[src/rtl/score_mem_arbiter.sv]
// Shares the single-port game memory between gameplay (A), display (B) and a high-score engine.
// Optional macro SCORE_ARB_RR_EN selects round-robin A/B arbitration instead of fixed A-over-B priority.
module score_mem_arbiter #(
  parameter int ADDR_W     = 5,
  parameter int RD_LATENCY = 1,
  parameter int SCORE_ADDR = 0,
  parameter int TOP_ADDR   = 1
) (
  input  logic              clk,
  input  logic              resetn,
  input  logic              a_req,
  input  logic              a_we,
  input  logic [ADDR_W-1:0] a_addr,
  input  logic [7:0]        a_wdata,
  output logic              a_gnt,
  output logic              a_rvalid,
  output logic [7:0]        a_rdata,
  input  logic              b_req,
  input  logic              b_we,
  input  logic [ADDR_W-1:0] b_addr,
  input  logic [7:0]        b_wdata,
  output logic              b_gnt,
  output logic              b_rvalid,
  output logic [7:0]        b_rdata,
  input  logic              game_over,
  output logic              hs_busy,
  output logic              hs_done,
  output logic              hs_new_record,
  output logic [ADDR_W-1:0] mem_addr,
  output logic [7:0]        mem_data,
  output logic              mem_wren,
  input  logic [7:0]        mem_q
);

  localparam logic [ADDR_W-1:0] SCORE_A = ADDR_W'(SCORE_ADDR);
  localparam logic [ADDR_W-1:0] TOP_A   = ADDR_W'(TOP_ADDR);

  typedef enum logic [2:0] {
    S_IDLE, S_RD_SCORE, S_RD_TOP, S_WAIT, S_CMP, S_WR, S_DONE
  } state_e;

  state_e            state_q, state_d;
  logic              pend_q, pend_d;
  logic              rec_q, rec_d;
  logic              a_gnt_q, a_gnt_d, b_gnt_q, b_gnt_d;
  logic [ADDR_W-1:0] mem_addr_q, mem_addr_d;
  logic [7:0]        mem_data_q, mem_data_d;
  logic              mem_wren_q, mem_wren_d;
  logic [7:0]        score_q, top_q;
  logic [7:0]        a_rdata_q, b_rdata_q;

  // Read-return tags: bit0 port A, bit1 port B, bit2 engine score, bit3 engine top
  logic [3:0]        pipe_q [RD_LATENCY];
  logic [3:0]        pipe_in, pipe_out;

  logic              go, port_rd_busy, port_ok;
  logic              a_cand, b_cand, prio_a, grant_a, grant_b;

  assign pipe_in  = {state_q == S_RD_TOP, state_q == S_RD_SCORE,
                     b_gnt_q & ~mem_wren_q, a_gnt_q & ~mem_wren_q};
  assign pipe_out = pipe_q[RD_LATENCY-1];

  // A read whose data returns this very cycle is already complete for draining purposes.
  always_comb begin
    port_rd_busy = (a_gnt_q | b_gnt_q) & ~mem_wren_q;
    for (int i = 0; i < RD_LATENCY - 1; i++) begin
      port_rd_busy = port_rd_busy | (|pipe_q[i][1:0]);
    end
  end

  assign go      = pend_q | game_over;
  assign port_ok = ((state_q == S_IDLE) || (state_q == S_DONE)) && !go;
  assign a_cand  = a_req & ~a_gnt_q;
  assign b_cand  = b_req & ~b_gnt_q;
  assign grant_a = port_ok & a_cand & (~b_cand | prio_a);
  assign grant_b = port_ok & b_cand & ~grant_a;

`ifdef SCORE_ARB_RR_EN
  logic rr_q, rr_d;  // 0: A holds priority next

  assign prio_a = ~rr_q;
  assign rr_d   = grant_a ? 1'b1 : (grant_b ? 1'b0 : rr_q);

  always_ff @(posedge clk or negedge resetn) begin
    if (!resetn) rr_q <= 1'b0;
    else         rr_q <= rr_d;
  end
`else
  assign prio_a = 1'b1;
`endif

  always_comb begin
    state_d    = state_q;
    pend_d     = pend_q | game_over;
    rec_d      = rec_q;
    a_gnt_d    = grant_a;
    b_gnt_d    = grant_b;
    mem_wren_d = 1'b0;
    mem_addr_d = mem_addr_q;
    mem_data_d = mem_data_q;

    if (grant_a) begin
      mem_addr_d = a_addr;
      mem_data_d = a_wdata;
      mem_wren_d = a_we;
    end else if (grant_b) begin
      mem_addr_d = b_addr;
      mem_data_d = b_wdata;
      mem_wren_d = b_we;
    end

    case (state_q)
      S_IDLE: begin
        if (go && !port_rd_busy) begin
          state_d    = S_RD_SCORE;
          pend_d     = 1'b0;
          mem_addr_d = SCORE_A;
        end
      end
      S_RD_SCORE: begin
        state_d    = S_RD_TOP;
        mem_addr_d = TOP_A;
      end
      S_RD_TOP: state_d = S_WAIT;
      S_WAIT: begin
        if (pipe_out[3]) state_d = S_CMP;
      end
      S_CMP: begin
        if (score_q > top_q) begin
          state_d    = S_WR;
          rec_d      = 1'b1;
          mem_wren_d = 1'b1;
          mem_addr_d = TOP_A;
          mem_data_d = score_q;
        end else begin
          state_d = S_DONE;
          rec_d   = 1'b0;
        end
      end
      S_WR:    state_d = S_DONE;
      S_DONE:  state_d = S_IDLE;
      default: state_d = S_IDLE;
    endcase
  end

  always_ff @(posedge clk or negedge resetn) begin
    if (!resetn) begin
      state_q    <= S_IDLE;
      pend_q     <= 1'b0;
      rec_q      <= 1'b0;
      a_gnt_q    <= 1'b0;
      b_gnt_q    <= 1'b0;
      mem_addr_q <= '0;
      mem_data_q <= '0;
      mem_wren_q <= 1'b0;
      score_q    <= '0;
      top_q      <= '0;
      a_rdata_q  <= '0;
      b_rdata_q  <= '0;
      for (int i = 0; i < RD_LATENCY; i++) pipe_q[i] <= '0;
    end else begin
      state_q    <= state_d;
      pend_q     <= pend_d;
      rec_q      <= rec_d;
      a_gnt_q    <= a_gnt_d;
      b_gnt_q    <= b_gnt_d;
      mem_addr_q <= mem_addr_d;
      mem_data_q <= mem_data_d;
      mem_wren_q <= mem_wren_d;
      if (pipe_out[2]) score_q   <= mem_q;
      if (pipe_out[3]) top_q     <= mem_q;
      if (pipe_out[0]) a_rdata_q <= mem_q;
      if (pipe_out[1]) b_rdata_q <= mem_q;
      pipe_q[0] <= pipe_in;
      for (int i = 1; i < RD_LATENCY; i++) pipe_q[i] <= pipe_q[i-1];
    end
  end

  // Read data is passed straight through in its return cycle, then held.
  assign a_rvalid      = pipe_out[0];
  assign b_rvalid      = pipe_out[1];
  assign a_rdata       = pipe_out[0] ? mem_q : a_rdata_q;
  assign b_rdata       = pipe_out[1] ? mem_q : b_rdata_q;
  assign a_gnt         = a_gnt_q;
  assign b_gnt         = b_gnt_q;
  assign mem_addr      = mem_addr_q;
  assign mem_data      = mem_data_q;
  assign mem_wren      = mem_wren_q;
  assign hs_busy       = (state_q != S_IDLE);
  assign hs_done       = (state_q == S_DONE);
  assign hs_new_record = (state_q == S_DONE) & rec_q;

endmodule

[config.mk]
export PLATFORM = sky130hd
export DESIGN_NAME = score_mem_arbiter
export DESIGN_NICKNAME = d
export VERILOG_FILES = /design/src/rtl/score_mem_arbiter.sv
export SDC_FILE = /design/constraint.sdc
export NUM_CORES = 1
export LEC_CHECK = 0
export BUFFER_PORTS_ARGS = -buffer_cell sky130_fd_sc_hd__buf_2
export CAP_MARGIN = 20
export CORE_UTILIZATION = 55
export CTS_CLUSTER_SIZE = 10
export DETAILED_ROUTE_END_ITERATION = 8
export PLACE_DENSITY = 0.85
export SLEW_MARGIN = 30
export SYNTH_ARGS = -nofsm -noshare
export SYNTH_HDL_FRONTEND = slang
export SYNTH_SLANG_ARGS = --single-unit
[constraint.sdc]
create_clock -name clk -period 5.4 [get_ports clk]
set_input_delay 0.27 -clock clk [delete_from_list [all_inputs] [get_ports clk]]
set_output_delay 0.27 -clock clk [all_outputs]
set_load 0.02 [all_outputs]
==> results of run 1 <==
layer usage:
layer	vias up	global-route usage [%]	routed length [um]	share of wire [%]
met5	-	0	0	0
met4	0	12.2	128	2.3
met3	15	5.28	315	5.7
met2	84	36.1	2630	48
met1	995	27.5	2440	44
li1	985	-	-	-
kinds of logic (layout without fill, tap and decap cells):
| family | count (synthesis) | after routing | share of synthesized area [%] |
|---|---|---|---|
| compound gates | 68 | 68 | 17.9 |
| fa+ha+maj | 8 | 8 | 3.71 |
| buf+inv | 35 | 115 | 5.99 |
| flops | 57 | 57 | 52.9 |
| mux | 25 | 25 | 10.1 |
| simple gates | 41 | 41 | 9.42 |
registers in the layout (all words and copies together), names as in the netlist, 3 cells and up:
register   count
b_rdata_q      8
pipe_out       4
mem_data       8
mem_addr       5
a_rdata_q      8
state_q        3
score_q        8
top_q          8
cell usage after synthesis, types with 2 or more instances:
cell / count / area (um^2)
dfrtp_1: 57 / 1430
o21ai_0: 22 / 110
inv_1: 21 / 78.8
nand2_1: 18 / 67.6
mux2_2: 17 / 191
o22a_1: 14 / 123
o22ai_1: 9 / 56.3
a21oi_1: 8 / 40.0
ha_1: 8 / 100
mux2i_1: 8 / 80.1
clkbuf_1: 7 / 26.3
nor2_1: 5 / 18.8
o221a_2: 4 / 45.0
buf_2: 3 / 15.0
buf_6: 3 / 33.8
nor3_1: 3 / 15.0
nand2b_1: 2 / 12.5
nand4_2: 2 / 25.0
nor2b_1: 2 / 12.5
o21bai_1: 2 / 15.0
how the worst max path moves through the flow:
stage | to | cells past startpoint | slack (ps)
floorplan | mem_data[1] | 7 | 3650
global placement | state_q[0] | 6 | 3310
detailed placement | mem_wren | 6 | 3210
CTS | mem_wren | 6 | 3200
global route | mem_wren | 6 | 3060
finish | mem_wren | 6 | 3220
through the flow:
step	setup slack, ps	power, mW	cells
3_3_place_gp	3310	1.38	365
2_1_floorplan	3650	1.21	234
6_report	3220	1.82	381
5_1_grt	3060	1.94	381
4_1_cts	3200	1.83	381
3_5_place_dp	3210	1.41	365
area by class of cell:
| class | count | area share (%) |
|---|---|---|
| multi-input cells | 142 | 33.6 |
| well taps | 67 | 2.54 |
| flip-flops and latches | 57 | 43.2 |
| repair buffers | 78 | 11.9 |
| clock inverters | 6 | 2.50 |
| clock buffers | 10 | 3.87 |
| inverters | 21 | 2.39 |
power by group:
group          switching, mW  internal, mW
registers              0.119         0.584
logic                  0.405         0.294
clock network          0.163         0.257
critical path: stages (launching register included):
cell and delay, ps:
dfrtp_1 390, ha_1 330, nor2b_4 140, o211ai_2 140
a21oi_2 100, a32oi_2 700, o21ai_0 230
==> out/metrics.yaml, run 1 <==
finalClockSkew_ps: 7.11
cp_max_fo: 12
worst_ir_drop_vdd_v: 0.000286
crit_path_start_kind: "flip-flop"
leakagePower_nw: 1.71
nNetsFinal: 358
period_minus_slack_ps: 2180
commonest_cells_after_routing_fill_and_taps_aside: "buf_2, dfrtp_1, o21ai_0"
cts_tree: "yes"
critPathArrivalTime_ps: 2330
worst_setup_hold_path_clk_slew_ps: 60
report.final.slew_viol_count: 0
synth-edff-count: 0
final_antenna_net_count: 0
gpl.final_weighted_congestion: 0.791
worstSetupPathType: "reg -> reg"
slew_headroom_pct: 45.6
cts-root-buf: "clkbuf_8"
final_core_utilization_pct: 69.9
cts_setup_buffers: 0
grt_setup_unrepaired: "false"
r2r-end: "mem_wren"
tritoncts.num_buffers: 9
worst_skew_pair.late_latency_ps: 330
share_of_cells_above_drive_strength_1_pct: 40.1
wire_per_inst_um: 14.5
number_of_ports_placed_on_the_die_boundary: 78
drv_cap: 0
dp_hpwl_um: 3970
regToRegSetupSlack_ps: 3220
commonest_non_fill_non_tap_cell_in_the_layout: "buf_2"
clkSinkCount: 57
initial_core_util_pct: 57.1
diodes_inserted: 0
area.growth.synth_to_final_pct: 22.4
max_clock_buf_depth: 2
firstDrtPassIters: 4
total_placed_instance_area_um2: 3090
io_buffer_count: 77
routed_via_density: 5.46
timing.fmax_ghz: 0.459
fillerInstances: 346
fin_crit_sh_pct: 40.4
fin_hold_ws_ps: 81.7
area_of_the_multi_input_gates_um2: 1110
yosys_most_used_dff: "dfrtp_1"
number_of_antenna_violations_at_the_first_check_in_global_routing: 0
core.rowCount: 25
synth_fp_nets: 283
worstReg2RegStart: "score_q[1]"
die_h_um: 72.0
post_detailed_route_drc_marker_count: 0
crit_path_start: "score_q[1]"
critical_path.endpoint_type: "flip-flop"
ys_seq_area_share_pct: 52.9
grt.total_usage_pct: 22.2
min-delay-path-class: "in -> async"
hold_violations: 0
global_route_wire_length_before_repair_um: 8540
worstPathRequired_ps: 5550
ff2ff_path_depth: 6
design.die.area_um2: 5190
setup_viol: 0
synthDistinctLibCells: 39
power.density_cell_area_nw_per_um2: 552
ys_seq_elements: 57
die_w_um: 72.0
grt-ovfl-total: 0
syn-cell-area_um2: 2700
post_cts_hold_buffer_count: 0
h-tree-depth: 3
totalWireLength_um: 5510
syn_inst: 234
area_of_all_sequential_standard_cells_um2: 1430
synth-warning-count: 0
grt_start_max_net_pins: 58
final_non_filler_cell_area_um2: 3300
synth_async_sr_flop_share_pct: 100
post_cts_resize_count: 0
drt-initial-drc-count: 86
count_of_vias_placed_by_the_detailed_router: 2079
core_area_um2: 4720
fin_tns_setup_ps: 0
max_slew.worst_pin.slew_ps: 816
post_syn_area_per_cell_um2: 11.5
status: "finished clean"
vias_in_the_first_global_route: 1888
No activity file was read; power rests on OpenSTA's default activity.
==> run 2, diff against run 1 <==
- CORE_UTILIZATION: 55 -> 51
- PLACE_DENSITY: 0.85 -> 0.8
- clock period: 5.4 -> 2.1 ns (I/O delays scaled with it)
==> out/metrics.yaml, run 2 (same netlist as run 1, synthesis figures left out) <==
die_w_um: 74.7
critPathSlowestCell: "dfrtp_1"
vias_in_the_first_global_route: 1946
cts-root-buf: "clkbuf_8"
core_area_um2: 5110
period_minus_slack_ps: 1880
critical_path.max_stage_delay_ps: 390
post_cts_resize_count: 0
commonest_non_fill_non_tap_cell_in_the_layout: "buf_2"
worstReg2RegStart: "score_q[7]"
r2r-end: "mem_addr[2]"
worstPathRequired_ps: 2370
cp_cell_sequence: "ha_1 -> a21oi_1 -> o21ai_0 -> or3_1 -> o21ai_2 -> o221a_2"
io_buffer_count: 77
nNetsFinal: 362
grt_start_max_net_pins: 30
met3_length_um: 318
core.rowCount: 26
worstHoldPathCells: 3
worstSetupPathType: "reg -> reg"
critical_path.endpoint_type: "flip-flop"
share_of_cells_above_drive_strength_1_pct: 40.3
routed_via_density: 5.27
grt.total_usage_pct: 22.1
drt-initial-drc-count: 129
setup_viol: 0
number_of_ports_placed_on_the_die_boundary: 78
power.density_cell_area_nw_per_um2: 1360
grt_setup_unrepaired: "false"
hold_end: "top_q[2]"
worst_skew_pair.late_latency_ps: 330
finalClockSkew_ps: 5.58
design.die.area_um2: 5580
tritoncts.num_buffers: 9
holdCritStartpoint: "mem_q[2]"
post_cts_hold_buffer_count: 1
met2_length_um: 2610
max_slew.worst_pin.slew_ps: 671
slew_headroom_pct: 55.3
crit_path_start_kind: "flip-flop"
grt-ovfl-total: 0
min-delay-path-class: "in -> reg"
clkSinkCount: 57
cts_tree: "yes"
final_antenna_net_count: 0
report.final.slew_viol_count: 0
fin_tns_setup_ps: 0
post_detailed_route_drc_marker_count: 0
gpl.final_weighted_congestion: 0.856
number_of_antenna_violations_at_the_first_check_in_global_routing: 0
detail_route.wirelength.met1_um: 2570
critPathArrivalTime_ps: 2150
final_core_utilization_pct: 64.9
drv_cap: 0
fin_crit_sh_pct: 89.7
h-tree-depth: 3
cp_max_fo: 4
totalWireLength_um: 5580
die_h_um: 74.7
initial_core_util_pct: 52.8
ff2ff_path_depth: 6
diodes_inserted: 0
count_of_vias_placed_by_the_detailed_router: 2046
leakagePower_nw: 1.72
max_clock_buf_depth: 2
timing.fmax_ghz: 0.531
area.growth.synth_to_final_pct: 22.9
highest-signal-layer: "met4"
firstDrtPassIters: 4
fin_hold_ws_ps: 24.7
worst_ir_drop_vdd_v: 0.000696
wire_per_inst_um: 14.4
commonest_cells_after_routing_fill_and_taps_aside: "buf_2, dfrtp_1, o21ai_0"
hold_violations: 0
dp_hpwl_um: 4180
global_route_wire_length_before_repair_um: 8930
cts_setup_buffers: 0
status: "finished clean"
worst_setup_hold_path_clk_slew_ps: 60
regToRegSetupSlack_ps: 220
## run 2: worst max-delay path: cells and delay by family, from the launching register on
kind                       cells  cell delay [ps]
adders and majority gates      1              340
DFF                            1              390
AOI/OAI and AO/OA              4              720
and+or+nand+nor                1              360
## run 2: final cells by class
| class | count | area [um^2] |
|---|---|---|
| clock buffer | 13 | 159 |
| tap | 70 | 87.6 |
| clock inverter | 3 | 15.0 |
| fill | 422 | 1790 |
| sequential | 57 | 1430 |
| multi-input combinational | 142 | 1110 |
| timing repair buffer | 82 | 438 |
| inverter | 21 | 78.8 |
## run 2: report_power, final
part | switching [mW] | leakage (nW) | total (mW) | internal [mW]
clock | 0.404 | 0.0932 | 0.891 | 0.487
sequential | 0.297 | 0.716 | 1.80 | 1.50
combinational | 1.06 | 0.909 | 1.82 | 0.768
total | 1.76 | 1.72 | 4.52 | 2.76
## run 2: worst max path at each step
stage	startpoint	to
floorplan	score_q[1]	mem_data[1]
global placement	score_q[7]	mem_addr[4]
detailed placement	score_q[7]	mem_addr[2]
CTS	score_q[7]	mem_addr[2]
global route	top_q[7]	mem_addr[4]
finish	score_q[7]	mem_addr[2]
## run 2: metrics by stage
stage	worst slack [ps]	cell area, um^2	cells	total power [mW]
global placement	335	3130	371	3.55
floorplan	352	2700	234	3.12
finish	216	3310	388	4.52
detailed placement	262	3130	371	3.65
CTS	205	3310	388	4.56
global route	70.2	3310	388	4.84
## run 2: per-layer routing
metal	GRT usage, %	up-vias
li1	-	991
met1	29.1	970
met2	35.0	78
met3	4.02	7
met4	11.7	0
met5	0	-
